===== config.mk =====
export PLATFORM = sky130hd
export DESIGN_NAME = div_16x8_seq_flat
export DESIGN_NICKNAME = d
export VERILOG_FILES = /design/src/rtl/div_16x8_seq_if.sv /design/src/rtl/div_16x8_seq.sv /design/src/flat_wrapper.sv
export SDC_FILE = /design/constraint.sdc
export NUM_CORES = 1
export LEC_CHECK = 0
export CAP_MARGIN = 10
export CORE_MARGIN = 5
export CORE_UTILIZATION = 41
export DETAILED_ROUTE_END_ITERATION = 10
export PLACE_DENSITY = 0.72
export SLEW_MARGIN = 20
export SYNTH_ARGS = -nofsm -noshare
export SYNTH_HDL_FRONTEND = slang
export SYNTH_SLANG_ARGS = --single-unit

===== constraint.sdc =====
create_clock -name clk -period 4 [get_ports clk]
set_input_delay 0.4 -clock clk [delete_from_list [all_inputs] [get_ports clk]]
set_output_delay 0.4 -clock clk [all_outputs]
set_load 0.05 [all_outputs]

===== src/rtl/div_16x8_seq_if.sv =====
// Handshake bundle for div_16x8_seq: operand request channel and result channel.
// master drives operands and out_ready; slave is the divider.
interface div_16x8_seq_if #(
    parameter int unsigned DW_N = 16,
    parameter int unsigned DW_D = 8
);
    logic            in_valid;
    logic            in_ready;
    logic [DW_N-1:0] dividend;
    logic [DW_D-1:0] divisor;
    logic            out_valid;
    logic            out_ready;
    logic [DW_N-1:0] quotient;
    logic [DW_D-1:0] remainder;
    logic            div_by_zero;

    modport master (
        output in_valid, dividend, divisor, out_ready,
        input  in_ready, out_valid, quotient, remainder, div_by_zero
    );

    modport slave (
        input  in_valid, dividend, divisor, out_ready,
        output in_ready, out_valid, quotient, remainder, div_by_zero
    );
endinterface


===== src/rtl/div_16x8_seq.sv =====
// Sequential 16/8 unsigned restoring divider, one quotient bit per clock, MSB first.
// Optional approximate mode: define DIV_APPROX_EN to skip the APPROX_K low quotient bits
// (quotient low bits forced to 0, latency DW_N-APPROX_K). Divide-by-zero returns
// quotient all ones, remainder = dividend low bits, div_by_zero = 1.
module div_16x8_seq #(
    parameter int unsigned DW_N     = 16,
    parameter int unsigned DW_D     = 8,
    parameter int unsigned APPROX_K = 4
) (
    input  logic          clk,
    input  logic          rst_n,
    div_16x8_seq_if.slave bus
);

`ifdef DIV_APPROX_EN
    localparam int unsigned SKIP = APPROX_K;
`else
    localparam int unsigned SKIP = 0;
`endif
    localparam int unsigned STEPS = DW_N - SKIP;
    localparam int unsigned CW    = $clog2(DW_N);
    localparam logic [CW-1:0] LAST = CW'(STEPS - 1);

    if (APPROX_K >= DW_N) begin : g_bad_approx_k
        $error("APPROX_K must be below DW_N");
    end

    typedef enum logic [1:0] {IDLE, CALC, DONE} state_t;

    state_t          state;
    logic [CW-1:0]   cnt;
    logic [DW_D-1:0] p;      // partial remainder, always < divisor between steps
    logic [DW_N-1:0] acc;    // dividend bits shift out the top, quotient bits shift in below
    logic [DW_D-1:0] dreg;

    logic [DW_D:0]   p_sh;
    logic            ge;
    logic [DW_D-1:0] p_nx;
    logic [DW_N-1:0] acc_nx;

    // One restoring step: shift in next dividend bit, subtract divisor if it fits.
    always_comb begin
        p_sh   = {p, acc[DW_N-1]};
        ge     = (p_sh >= {1'b0, dreg});
        p_nx   = ge ? DW_D'(p_sh - {1'b0, dreg}) : p_sh[DW_D-1:0];
        acc_nx = {acc[DW_N-2:0], ge};
    end

    // Control FSM with registered handshake and result outputs.
    // After STEPS shifts acc holds {unused dividend low bits, quotient bits}; shifting left by
    // SKIP yields the quotient with zeroed low bits (identity when SKIP is 0).
    always_ff @(posedge clk or negedge rst_n) begin
        if (!rst_n) begin
            state           <= IDLE;
            cnt             <= '0;
            p               <= '0;
            acc             <= '0;
            dreg            <= '0;
            bus.in_ready    <= 1'b1;
            bus.out_valid   <= 1'b0;
            bus.quotient    <= '0;
            bus.remainder   <= '0;
            bus.div_by_zero <= 1'b0;
        end else begin
            case (state)
                IDLE: begin
                    if (bus.in_valid) begin
                        acc          <= bus.dividend;
                        dreg         <= bus.divisor;
                        p            <= '0;
                        cnt          <= '0;
                        bus.in_ready <= 1'b0;
                        state        <= (bus.divisor == '0) ? DONE : CALC;
                    end
                end
                CALC: begin
                    p   <= p_nx;
                    acc <= acc_nx;
                    cnt <= cnt + 1'b1;
                    if (cnt == LAST) begin
                        state           <= DONE;
                        bus.out_valid   <= 1'b1;
                        bus.quotient    <= acc_nx << SKIP;
                        bus.remainder   <= p_nx;
                        bus.div_by_zero <= 1'b0;
                    end
                end
                DONE: begin
                    if (!bus.out_valid) begin
                        // Only the divide-by-zero path arrives here without a result yet.
                        bus.out_valid   <= 1'b1;
                        bus.quotient    <= '1;
                        bus.remainder   <= acc[DW_D-1:0];
                        bus.div_by_zero <= 1'b1;
                    end else if (bus.out_ready) begin
                        bus.out_valid <= 1'b0;
                        bus.in_ready  <= 1'b1;
                        state         <= IDLE;
                    end
                end
                default: begin
                    state         <= IDLE;
                    bus.in_ready  <= 1'b1;
                    bus.out_valid <= 1'b0;
                end
            endcase
        end
    end

endmodule


===== src/flat_wrapper.sv =====
// flat-port wrapper written by rule: the top's interface ports become plain ports
module div_16x8_seq_flat 
#(
    parameter int unsigned DW_N     = 16,
    parameter int unsigned DW_D     = 8,
    parameter int unsigned APPROX_K = 4
)
  (clk, rst_n, bus_in_valid, bus_dividend, bus_divisor, bus_out_ready, bus_in_ready, bus_out_valid, bus_quotient, bus_remainder, bus_div_by_zero);
  div_16x8_seq_if #(.DW_N(DW_N), .DW_D(DW_D)) bus_i ();
  input  logic clk;
  input  logic rst_n;
  input wire logic [$bits(bus_i.in_valid)-1:0] bus_in_valid;
  input wire logic [$bits(bus_i.dividend)-1:0] bus_dividend;
  input wire logic [$bits(bus_i.divisor)-1:0] bus_divisor;
  input wire logic [$bits(bus_i.out_ready)-1:0] bus_out_ready;
  output wire logic [$bits(bus_i.in_ready)-1:0] bus_in_ready;
  output wire logic [$bits(bus_i.out_valid)-1:0] bus_out_valid;
  output wire logic [$bits(bus_i.quotient)-1:0] bus_quotient;
  output wire logic [$bits(bus_i.remainder)-1:0] bus_remainder;
  output wire logic [$bits(bus_i.div_by_zero)-1:0] bus_div_by_zero;
  assign bus_i.in_valid = bus_in_valid;
  assign bus_i.dividend = bus_dividend;
  assign bus_i.divisor = bus_divisor;
  assign bus_i.out_ready = bus_out_ready;
  assign bus_in_ready = bus_i.in_ready;
  assign bus_out_valid = bus_i.out_valid;
  assign bus_quotient = bus_i.quotient;
  assign bus_remainder = bus_i.remainder;
  assign bus_div_by_zero = bus_i.div_by_zero;
  div_16x8_seq #(.DW_N(DW_N), .DW_D(DW_D), .APPROX_K(APPROX_K)) u_core (.clk(clk), .rst_n(rst_n), .bus(bus_i));
endmodule

* Yosys cells after proc, flatten, opt, wreduce, memory -nomap -nowiden
Cells that the tools add are included.
** Operators by class
- Shift-type cells :: 0
- $lt $le $gt $ge :: 1
- Eq/ne operators :: 8
- Bitwise gates (word level) :: 2
- Reductions and logical operators :: 10
- Div/mod/pow operators :: 0
- Add/sub/neg operators :: 2
- Multiply operators :: 0
- Muxes and demuxes :: 30
** Operators with widths (number)
- case mux 16 bit (2 select lines) :: 2
- two-way mux 16 bit :: 3
- two-way mux 8 bit :: 4
- case mux 8 bit (2 select lines) :: 2
- two-way mux 2 bit :: 5
- greater-or-equal comparator 9 x 8 -> 1 bit :: 1
- zero test 8 bit :: 1
- two-way mux 1 bit :: 8
- case mux 4 bit (2 select lines) :: 1
- AND reduction 4 bit :: 2
- subtractor 8 bit :: 1
- != test 2 bit (second input constant) :: 3
- case mux 1 bit (3 select lines) :: 2
- case mux 2 bit (3 select lines) :: 1
- AND reduction 2 bit :: 3
- adder 4 x 1 -> 4 bit (second input constant) :: 1
- == test 4 bit (second input constant) :: 1
- two-way mux 4 bit :: 1
- != test 2 x 1 -> 1 bit (second input constant) :: 2
- nonzero test 2 bit :: 2
- AND reduction 3 bit :: 1
- == test 2 x 1 -> 1 bit (second input constant) :: 1
- == test 2 bit (second input constant) :: 1
- zero test 2 bit :: 1
- other kinds (2) :: 3
** Word-level totals
- Bits in writable memories :: 0
- Memories kept :: 0
- Word-level logic and storage cells :: 63
- Memory bits (read-only) :: 0
- Register bits :: 65
- Bits in latches :: 0

* Longest topological paths before layout
- Word-level depth :: 4
- Depth in mapped cells :: 9
- Gate-level depth less buffers :: 9

* Worst setup path after synthesis
No wires, ideal clock.
- Kind :: reg-to-reg
- Start point :: register u_core.p[5]
- End point :: register u_core.p[2]
- Slack :: 1.872 ns
- Path buffers :: 1
- Arrival time :: 2.007 ns
- Stages on the path, launching flop included :: 8
- Cells stage by stage :: dfrtp_1 ha_1 a21oi_4 o21ai_2 a211o_1 buf_6 or3_4 a32o_1
** Between the ends
- Cells in the longest elaborated chain, start to end :: 3
** Ends and longest elaborated chain
- start: declaration :: RTL line div_16x8_seq.sv:32 : logic [DW_D-1:0] p;
- start signal: assignment :: RTL line div_16x8_seq.sv:77 : p <= p_nx;
- greater-or-equal comparator 9 x 8 -> 1 bit :: RTL line div_16x8_seq.sv:44 : ge = (p_sh >= {1'b0, dreg});
- two-way mux 8 bit :: RTL line div_16x8_seq.sv:45 : p_nx = ge ? DW_D'(p_sh - {1'b0, dreg}) : p_sh[DW_D-1:0];
- case mux 8 bit (2 select lines) :: RTL line div_16x8_seq.sv:65 : case (state)
No other way between the ends.
A chain may end at the register's enable or synchronous reset.

* Final worst setup path
- Start point :: register u_core.state[0]
- End point :: register u_core.bus.remainder[3]
** Between the ends
- Cells in the longest elaborated chain, start to end :: 3
- Elaborated cells on any way between the ends :: 7
** Ends and longest elaborated chain
- start: declaration :: RTL line div_16x8_seq.sv:30 : state_t state;
- start signal: assignment :: RTL line div_16x8_seq.sv:73 : state <= (bus.divisor == '0) ? DONE : CALC;
- == test 2 bit / == test 2 x 1 -> 1 bit (equally long branches) :: RTL line div_16x8_seq.sv:65
- != test 2 bit (no line) (tied with other cells)
- AND reduction 3 bit (no line)
- end signal: assignment :: RTL line div_16x8_seq.sv:84 : bus.remainder <= p_nx;
- end signal: assignment :: RTL line div_16x8_seq.sv:93 : bus.remainder <= acc[DW_D-1:0];
- end: declaration :: RTL line div_16x8_seq_if.sv:24 : output in_ready, out_valid, quotient, remainder, div_by_zero
Parallel ways exist; a longest one is shown, timed or not.

==> flow_metrics.py <==
metrics = {
    "sta": {
        "skew_ps": 8.27,
        "maxSlewViolCount": 0,
        "min_period_over_period": 0.618,
        "slew_headroom": 0.534,
        "period_needed_ps": 2470,
        "tightest_slew_ps": 695,
        "grt_setup_unrepaired": "no",
        "setup_viol": 0,
        "finalSetupTns_ps": 0,
        "hold_viol_final": 0,
        "max_freq_mhz": 404,
        "setup_slack_ps": 1530,
    },
    "cells_and_area": {
        "layout.cells.non_filler": 532,
        "drive_gt1_frac": 0.0984,
        "nFillCells": 771,
        "final_cell_mix": "dfrtp_1 (64), clkdlybuf4s50_1 (53), nor2_1 (46), nand2_1 (37), o21ai_0 (34)",
        "multi_input_area_sq_um": 1690,
        "nNetsFinal": 463,
        "layout_commonest_cell": "dfrtp_1",
        "diodes": 0,
        "seqCellArea_sq_um": 1630,
        "area_growth_pct": 24.4,
    },
    "cts": {
        "cts_sinks": 65,
        "cts_buffers": 9,
        "ctsHoldBuffers": 0,
        "clockBufferDepth": 2,
        "cts_resized": 0,
        "cts_tree": "yes",
        "post_cts_buffers": 0,
        "path_clk_slew_ps": 70,
        "h-tree-depth": 3,
        "clk_latency_ps": 340,
        "root_buffer": "clkbuf_8",
    },
    "synth": {
        "yosys_warnings": 0,
        "synth_nets": 415,
        "synth_area_per_cell_sq_um": 9.30,
        "synth.top_cell.area_share": 0.460,
        "yosys.area.top_type": "dfrtp_1",
        "synth_compound_area_frac": 0.183,
        "synth_top_family_by_area": "compound AO/OA/AOI/OAI gates",
        "syn_inst": 374,
        "yosysUniqueCellTypes": 52,
        "async_flop_share": 1.00,
        "synthSimpleGateAreaFrac": 0.169,
        "synthFlopType": "dfrtp_1",
        "synth_xor_area_frac": 0.00503,
        "ys_ff_latch": 65,
        "syn_area_sq_um": 3480,
        "yosys-top-cells-area": "dfrtp_1 (46%), nor2_1 (5.0%), mux2i_1 (4.9%)",
        "synth_edf_count": 0,
        "ys_seq_area_frac": 0.468,
        "synth.mux.area_fraction": 0.0748,
        "synth_fa_ha_area_frac": 0.0489,
    },
    "drt": {
        "via_per_inst": 5.34,
        "dr.pass1.iters": 4,
        "drtIter0Drc": 119,
        "avgRoutedWirePerCell_um": 14.9,
        "routed_wl_mm": 7.94,
        "drc": 0,
        "ant_nets": 0,
        "vias": 2840,
    },
    "worst_setup_path": {
        "reg2reg_from": "u_core.state[0]",
        "critPathMaxFanout": 33,
        "arrival_ps": 2690,
        "critPathKind": "flop to flop",
        "startpoint_type": "flop",
        "r2r_end": "u_core.bus.remainder[3]",
        "crit_path_end": "u_core.bus.remainder[3]",
        "crit_path_end_kind": "flop",
        "rr_worst_depth": 9,
        "critPathRequiredTime_ps": 4220,
        "startpoint": "u_core.state[0]",
        "rrSetupSlack_ps": 1530,
    },
    "place": {
        "dp_cells": 516,
        "gp_congestion": 0.890,
        "port_buffers": 54,
        "pre_cts_slack_ps": 1530,
        "dp_hpwl_mm": 5.72,
    },
    "global_route": {
        "grt_first_pass_wirelength_mm": 13.7,
        "antenna_found_initial": 0,
        "track_usage": 0.166,
        "grt_start_max_net_pins": 49,
        "grt_overflow": 0,
        "grt_pass1_vias": 2890,
    },
    "worst_hold_path": {
        "hp-class": "input port to async pin",
    },
    "power_and_ir_drop": {
        "p_per_area_nw_per_um2": 964,
        "ir_drop_mv": 0.392,
        "p_leak_nw": 1.85,
    },
    "die": {
        "ios": 55,
        "die-width_um": 102,
        "rows": 33,
        "dieArea_sq_um": 10400,
        "die_h_um": 102,
        "start_util": 0.421,
        "core_sq_um": 8260,
    },
    "job": {
        "cap_violations": 0,
    },
    "run_status": {
        "status": "finished, final reports clean",
    },
}
==> per-layer routing <==
metal / vias up / GRT usage / part of all wire
met5: - / 0 / 0
met4: 0 / 0.0585 / 0.0077
met3: 7 / 0.0478 / 0.063
met2: 65 / 0.261 / 0.47
met1: 1352 / 0.220 / 0.46
li1: 1416 / - / -
==> final cells by class <==
type,count,area share
Timing Repair Buffer,60,0.135
Clock buffer,10,0.0318
Tap cell,105,0.0303
Sequential cell,65,0.376
Clock inverter,6,0.0211
Inverter,19,0.0165
Multi-Input combinational cell,267,0.390
==> registers in the layout (all words and copies together) (netlist names) <==
name,count
u_core.p,8
u_core.cnt,4
u_core.bus.quotient,16
u_core.state,2
u_core.bus.in_ready,1
u_core.acc,16
u_core.bus.remainder,8
u_core.bus.div_by_zero,1
u_core.bus.out_valid,1
u_core.dreg,8
==> through the flow <==
| stage | hold slack, ps | instance area, sq um | total power [mW] | utilization |
|---|---|---|---|---|
| final | 64.8 | 4330 | 4.17 | 0.524 |
| after global routing | 105 | 4330 | 4.51 | 0.524 |
| after CTS | 275 | 4330 | 4.20 | 0.524 |
| after detailed placement | 486 | 4100 | 3.55 | 0.496 |
| after global placement | 476 | 4100 | 3.49 | 0.496 |
| after floorplan | 104 | 3480 | 2.92 | - |
==> cell families (layout without fill, tap and decap cells) <==
family / after synthesis / in the layout
mux: 25 / 25
compound gates: 99 / 99
xor+xnor: 2 / 2
fa+ha+maj: 13 / 13
flops: 65 / 65
simple gates: 128 / 128
buf+inv: 42 / 95
==> worst min-delay path by stage <==
| stage | to | slack [ps] | cells after the start |
|---|---|---|---|
| finish | u_core.acc[10] | 60 | 1 |
| global route | u_core.bus.quotient[4] | 110 | 1 |
| CTS | u_core.bus.quotient[14] | 280 | 1 |
| detailed placement | u_core.acc[15] | 490 | 2 |
| global placement | u_core.acc[15] | 480 | 2 |
| floorplan | u_core.acc[0] | 100 | 0 |
==> where the power goes <==
group / switching, mW / internal [mW] / leakage, nW
logic: 1.48 / 0.879 / 0.946
registers: 0.212 / 0.964 / 0.790
clock network: 0.265 / 0.370 / 0.116
==> cell usage after synthesis, types with 6 or more instances <==
cell,n
a21oi_1,20
a31oi_1,7
buf_2,6
clkbuf_1,13
dfrtp_1,64
ha_1,12
inv_1,19
mux2_2,8
mux2i_1,17
nand2_1,37
nand3_1,9
nand4_1,8
nor2_1,46
nor2b_1,7
o21ai_0,34
o31ai_1,8
==> worst max-delay path, cell delays in order, from the launching register on <==
cell and delay (ps):
dfrtp_1 380, inv_1 90, ha_1 150, buf_4 290, nor2_1 140, a211oi_4 520, buf_4 400, nor2b_1 90
a31oi_1 170, o31ai_1 100
(Power assumes the default switching activity.)
